[config.mk]
export PLATFORM = sky130hd
export DESIGN_NAME = hex_tx_formatter
export DESIGN_NICKNAME = d
export VERILOG_FILES = /design/src/rtl/hex_tx_formatter_pkg.sv /design/src/rtl/hex_tx_formatter_nibble2ascii.sv /design/src/rtl/hex_tx_formatter.sv
export SDC_FILE = /design/constraint.sdc
export NUM_CORES = 1
export LEC_CHECK = 0
export ABC_CLOCK_PERIOD_IN_PS = 4800
export CORE_MARGIN = 4
export CORE_UTILIZATION = 55
export CTS_CLUSTER_SIZE = 8
export DETAILED_ROUTE_END_ITERATION = 8
export HOLD_SLACK_MARGIN = 0.12
export PLACE_DENSITY = 0.95
export RECOVER_POWER = 50
export SETUP_SLACK_MARGIN = 0.5
export SYNTH_ARGS = -nofsm -noshare
export SYNTH_HDL_FRONTEND = slang
export SYNTH_SLANG_ARGS = --single-unit
[constraint.sdc]
create_clock -name clk -period 4.8 [get_ports clk]
set_input_delay 1.2 -clock clk [delete_from_list [all_inputs] [get_ports clk]]
set_output_delay 1.2 -clock clk [all_outputs]
set_load 0.005 [all_outputs]
[src/rtl/hex_tx_formatter_pkg.sv]
// Shared calculator definitions: formatter FSM encoding, ASCII constants, message lengths.
package hex_tx_formatter_pkg;

   typedef enum logic [1:0] {
      IDLE   = 2'd0,
      SEND   = 2'd1,
      FINISH = 2'd2
   } fmt_state_t;

   localparam logic [7:0] ASCII_CR      = 8'h0D;
   localparam logic [7:0] ASCII_LF      = 8'h0A;
   localparam logic [7:0] ASCII_ZERO    = 8'h30;
   localparam logic [7:0] ASCII_UPPER_A = 8'h41;
   localparam logic [7:0] ASCII_LOWER_A = 8'h61;

   localparam logic [3:0] MSG_LEN_DIGITS = 4'd8;
   localparam logic [3:0] MSG_LEN_CRLF   = 4'd10;

   function automatic logic [3:0] last_byte_idx(input bit add_crlf);
      return add_crlf ? (MSG_LEN_CRLF - 4'd1) : (MSG_LEN_DIGITS - 4'd1);
   endfunction

endpackage

[src/rtl/hex_tx_formatter_nibble2ascii.sv]
// Converts one 4-bit nibble to its ASCII hex digit.
// Latency: combinational.
// Backpressure: none.
module nibble2ascii
   import hex_tx_formatter_pkg::*;
#(
   parameter bit UPPERCASE = 1'b1
) (
   input  logic [3:0] nibble,
   output logic [7:0] ascii
);

   localparam logic [7:0] ALPHA_BASE = UPPERCASE ? ASCII_UPPER_A : ASCII_LOWER_A;

   always_comb begin
      if (nibble < 4'd10) begin
         ascii = ASCII_ZERO + {4'h0, nibble};
      end else begin
         ascii = ALPHA_BASE + {4'h0, nibble} - 8'd10;
      end
   end

endmodule

[src/rtl/hex_tx_formatter.sv]
// Streams a 32-bit divider result to a UART as 8 ASCII hex digits (+ optional CR LF).
// Latency: first byte valid the cycle after alu_done; one byte per cycle when tx_ready stays high.
// Backpressure: tx_data/tx_valid held while tx_ready=0; alu_done while busy is dropped and flagged as overrun.
module hex_tx_formatter
   import hex_tx_formatter_pkg::*;
#(
   parameter bit UPPERCASE = 1'b1,
   parameter bit ADD_CRLF  = 1'b1
) (
   input  logic        clk,
   input  logic        rst,
   input  logic [31:0] result,
   input  logic        alu_done,
   input  logic        tx_ready,
   output logic [7:0]  tx_data,
   output logic        tx_valid,
   output logic        busy,
   output logic        fmt_done,
   output logic        overrun
);

   localparam logic [3:0] LAST_IDX = last_byte_idx(ADD_CRLF);

   fmt_state_t  state;
   logic [31:0] cap;
   logic [3:0]  byte_idx;
   logic [3:0]  next_idx;
   logic [3:0]  nibble;
   logic [7:0]  digit_ascii;
   logic [7:0]  next_byte;

   // In IDLE the converter looks at the incoming result so the first digit can be
   // registered on the capture edge; otherwise it prepares the byte after the current one.
   always_comb begin
      next_idx = byte_idx + 4'd1;
      if (state == IDLE) begin
         nibble = result[31:28];
      end else begin
         nibble = cap[{~next_idx[2:0], 2'b00} +: 4];
      end

      if (state == IDLE || next_idx < MSG_LEN_DIGITS) begin
         next_byte = digit_ascii;
      end else if (next_idx == MSG_LEN_DIGITS) begin
         next_byte = ASCII_CR;
      end else begin
         next_byte = ASCII_LF;
      end
   end

   nibble2ascii #(
      .UPPERCASE (UPPERCASE)
   ) u_nibble2ascii (
      .nibble (nibble),
      .ascii  (digit_ascii)
   );

   always_ff @(posedge clk or posedge rst) begin
      if (rst) begin
         state    <= IDLE;
         cap      <= 32'h0;
         byte_idx <= 4'd0;
         tx_data  <= 8'h00;
         tx_valid <= 1'b0;
         busy     <= 1'b0;
         fmt_done <= 1'b0;
         overrun  <= 1'b0;
      end else begin
         fmt_done <= 1'b0;
         overrun  <= alu_done && (state != IDLE);
         case (state)
            IDLE: begin
               if (alu_done) begin
                  cap      <= result;
                  byte_idx <= 4'd0;
                  tx_data  <= next_byte;
                  tx_valid <= 1'b1;
                  busy     <= 1'b1;
                  state    <= SEND;
               end
            end
            SEND: begin
               if (tx_ready) begin
                  byte_idx <= next_idx;
                  if (byte_idx == LAST_IDX) begin
                     tx_valid <= 1'b0;
                     fmt_done <= 1'b1;
                     state    <= FINISH;
                  end else begin
                     tx_data <= next_byte;
                  end
               end
            end
            FINISH: begin
               busy  <= 1'b0;
               state <= IDLE;
            end
            default: begin
               tx_valid <= 1'b0;
               busy     <= 1'b0;
               state    <= IDLE;
            end
         endcase
      end
   end

endmodule

== Word-level counts from Yosys, hierarchy flattened ==
Cells that the tools add are included.
Operators by class
  add/sub/neg operators: 4
  magnitude comparators: 2
  eq/ne operators: 8
  shift operators: 1
  muxes and demuxes: 23
  bitwise operators: 3
  reductions and logical operators: 11
Operators with widths (number)
  8-bit two-way mux: 5
  32-bit by 6-bit indexed part select with 4-bit output: 1
  8-bit one-hot mux with 2 select lines: 1
  4-bit two-way mux: 3
  7-bit by 4-bit adder with 8-bit output (first input constant): 1
  4-bit == test (second input constant): 2
  4-bit < comparator (second input constant): 2
  2-bit != test (second input constant): 4
  4-bit one-hot mux with 2 select lines: 1
  4-bit AND reduction: 2
  8-bit by 4-bit subtractor with 8-bit output (second input constant): 1
  6-bit by 4-bit adder with 7-bit output (first input constant): 1
  1-bit two-way mux: 6
  2-bit two-way mux: 3
  3-bit AND reduction: 2
  4-bit by 1-bit adder with 4-bit output (second input constant): 1
  2-bit one-hot mux with 2 select lines: 1
  2-bit AND reduction: 2
  2-bit nonzero test: 2
  3-bit two-way mux: 1
  3-bit NOT: 1
  1-bit one-hot mux with 3 select lines: 1
  2-bit by 1-bit == test with 1-bit output (second input constant): 1
  2-bit == test (second input constant): 1
  other kinds (5): 6
Word-level totals
  register bits after elaboration: 50
  output and inout bits: 12

== Depth between registers and ports, before layout ==
  word-level depth: 11
  gate-level depth with buffers: 12
  depth with buffers taken out: 10

== By module ==
From an unflattened synthesis, not the netlist that was laid out.
Unflattened totals
  cells, all modules: 205
  area, all modules: 2513.7 µm²
By module, submodules not included
  hex_tx_formatter: times used 1, cells an instance 189, area each 2408.6 µm²
  nibble2ascii: times used 1, cells an instance 16, area each 105.1 µm²

== Worst setup path after synthesis ==
No wires, ideal clock.
  path type: input-to-reg
  start: input tx_ready
  end: register tx_data[0]
  library setup time: 0.080 ns
  data arrival time: 2.486 ns
  data required time: 4.720 ns
  setup slack: 2.234 ns
  cell stages on the path: 7
  path buffers: 1
  path through: nand3b_1 -> a21boi_0 -> a21o_1 -> buf_2 -> a31oi_1 -> and3_1 -> nor3_2
On the way
  longest elaborated chain between the ends: 2
RTL lines
  from (decl): RTL line hex_tx_formatter.sv:14  | input logic tx_ready,
  2-bit != test (no line)
  4-bit AND reduction (no line)
  to (signal assigned): RTL line hex_tx_formatter.sv:76  | tx_data <= next_byte;
  to (signal assigned): RTL line hex_tx_formatter.sv:90  | tx_data <= next_byte;
  to (decl): RTL line hex_tx_formatter.sv:15  | output logic [7:0] tx_data,
No other way between the ends.
A chain may end at the register's enable or synchronous reset.

== Worst setup path in the final report ==
  start: input alu_done
  end: register cap[3]
On the way
  longest elaborated chain between the ends: 1
RTL lines
  from (decl): RTL line hex_tx_formatter.sv:13  | input logic alu_done,
  2-bit AND reduction (no line)
  to (signal assigned): RTL line hex_tx_formatter.sv:74  | cap <= result;
  to (decl): RTL line hex_tx_formatter.sv:25  | logic [31:0] cap;
No other way between the ends.

==> results.cfg <==
[status]
status = complete, but fails checks
violations = max-capacitance violations, max-slew violations

[clock_network]
cts_tree = yes
clock_sinks = 49
clk_latency_ns = 0.29
cts_buffer_depth = 2
post_cts_buffers = 0
path_clk_slew_ns = 0.08
h-tree-depth = 2
clockRootBuffer = clkbuf_8
cts.hold.buffers_added = 0
cts_buffers = 5
ctsResizeCount = 0

[synth]
netlist.area_leader.share_pct = 50.88
synth-compound-area-share_pct = 9.709
muxShareOfSynthArea_pct = 25.34
avgSynthCellArea_sq_um = 12.96
yosys-top-cells-area = dfrtp_1 (51%), mux2_2 (15%), mux2i_1 (5.4%), mux4_2 (2.8%), mux4_1 (2.2%)
yosys.cell_count.top_type = dfrtp_1
synthDistinctLibCells = 40
synth_edf_count = 0
synth_xor_area_share_pct = 1.506
ys_seq_elements = 49
synth_warnings = 0
synth_area_leader_cell = dfrtp_1
synthCells = 186
synth_nets = 225
seq_area_frac_synth_pct = 50.88
synth_common_cells = dfrtp_1 (49), mux2_2 (32), mux2i_1 (13)
synth_top_family_by_area = multiplexers
syn_area_sq_um = 2410
ys.flop_type = dfrtp_1
yosys.area_share.simple_pct = 6.334
async_reset_ff_share_pct = 100.0
synthAdderAreaFrac_pct = 1.558

[timing]
hold_violations = 0
rsz0062_at_grt = false
finalSetupTns_ns = 0
fin_skew_ns = 0.005891
drv_slew = 84
relSlewSlack_pct = -18.30
worst_pin_slew_ns = 1.773
setup_viol = 0
fin_crit_sh_pct = 71.91
fmax_mhz = 289.7
fin_crit_ns = 3.452

[setup_path]
critPathTopFamily = buffers and inverters
ff2ff_path_depth = 4
cp_num_buf_inv = 2
cp_max_fo = 33
critPathKind = input pin to register
cpPeakStageDelay_ns = 1.23
crit_required_ns = 4.98
rrSetupSlack_ns = 1.48
worst_path_max_delay_cell = clkbuf_1
r2r_end = cap[3]
cp_cell_sequence = dlygate4sd3_1 > and2_1 > clkbuf_1 > mux2_2
cp.arrival_ns = 3.63
startpoint_type = input pin
reg2reg_from = state[0]
worstSetupEndpointType = register

[cells_and_area]
fillers = 289
regArea_sq_um = 1226
final_area_sq_um = 2933
final_nets = 267
num_antenna_cells = 0
drive_above_1_share_pct = 21.49
multi_input_comb_area_sq_um = 1075
synthToLayoutAreaGrowth_pct = 21.70

[hold_path]
min_from = busy
min_path_cells = 1
hp-class = register to register
min_to = busy

[detailed_routing]
first_pass_iters = 5
vias = 1550
drcViolationCount = 0
final_antenna_net_count = 0
first_iter_violations = 131
wl_per_cell_microns = 15.17
via_per_inst = 5.576
routed_wl_mm = 4.216

[pwr]
p_int_mw = 1.235
power.share.combinational_pct = 50.9
switching_share_pct = 35.75
p_switching_mw = 0.6871
leakagePower_nw = 1.278
sequentialPowerShare_pct = 36.7
p_clk_share_pct = 12.5
vdd_ir_drop_max_mv = 0.3199
power.density_nw_per_um2 = 655.4

[floorplanning]
rows = 23
die_area_sq_um = 5504
io_pins = 48
initial_core_util_pct = 58.56
placeableCoreArea_sq_um = 4115
die_h_microns = 74.19
die_w_microns = 74.19

[global_routing]
grtUsageTotal_pct = 17.02
grt_pass1_vias = 1574
grt_overflow = 0
antenna_found_initial = 0
grt_max_degree = 50
grt_pass1_wl_mm = 7.217

[run]
maxCapViolations = 2

[placement]
io_buffer_count = 46
placed_area_sq_um = 2850
place.gp.congestion = 0.8115
hpwl_mm = 3.097
==> power groups by stage <==
stage | sequential [mW] | combinational (mW) | clock, mW
floorplan | 0.665 | 0.833 | 0
global placement | 0.707 | 0.936 | 0
detailed placement | 0.717 | 0.968 | 0
CTS | 0.707 | 0.977 | 0.249
global route | 0.728 | 1.07 | 0.262
finish | 0.705 | 0.978 | 0.239
==> worst max path at each step <==
| stage | from | end | slack, ns | cells past startpoint |
|---|---|---|---|---|
| final | alu_done | cap[3] | 1.35 | 4 |
| after global routing | alu_done | cap[3] | 1.18 | 4 |
| after CTS | byte_idx[0] | tx_data[6] | 1.68 | 9 |
| after detailed placement | tx_ready | tx_data[0] | 1.61 | 7 |
| after global placement | tx_ready | tx_data[0] | 1.67 | 7 |
| after floorplan | tx_ready | tx_data[0] | 2.23 | 7 |
==> layer usage <==
metal	vias to the layer above	track usage [%]	wire length, microns
li1	751	-	-
met1	748	22.20	1914
met2	47	28.05	2021
met3	4	4.324	253
met4	0	5.231	27
met5	-	0	0
==> stage by stage <==
stage	hold slack (ns)	setup WS (ns)	power, mW	std cells	util, %
final	0.4940	1.348	1.922	278	71.27
after global routing	0.5302	1.178	2.057	278	71.27
after CTS	0.4965	1.679	1.934	278	71.36
after detailed placement	0.4723	1.613	1.684	271	69.26
after global placement	0.4692	1.671	1.643	271	69.26
after floorplan	0.4574	2.234	1.498	186	-
==> logic make-up (layout without fill, tap and decap cells) <==
group | count (synthesis) | in the layout
compound gates | 32 | 32
other cells | 1 | 1
fa+ha+maj | 3 | 3
simple gates | 32 | 32
xor+xnor | 2 | 2
flops | 49 | 49
mux | 50 | 50
buf+inv | 17 | 59
==> placed cells by master, fill, tap and decap left out, drive strengths merged, types with 4 or more instances in the layout <==
cell	n
dfrtp	49
clkdlybuf4s50	43
mux2	32
mux2i	13
o21ai	12
nand2	10
nor2	9
clkbuf	8
inv	5
mux4	5
a21oi	4
nor3	4
==> state kept, by name, summed over array words and instances (netlist names) <==
name / count
busy: 1
byte_idx: 4
cap: 32
fmt_done: 1
overrun: 1
state: 2
tx_data: 7
tx_valid: 1
==> area by class of cell <==
class / count / area share [%]
multi-input cells: 120 / 36.65
well taps: 50 / 2.133
flip-flops and latches: 49 / 41.81
inverters: 5 / 0.6399
repair buffers: 47 / 15.83
clock buffers: 7 / 2.944
(Power assumes the default switching activity.)
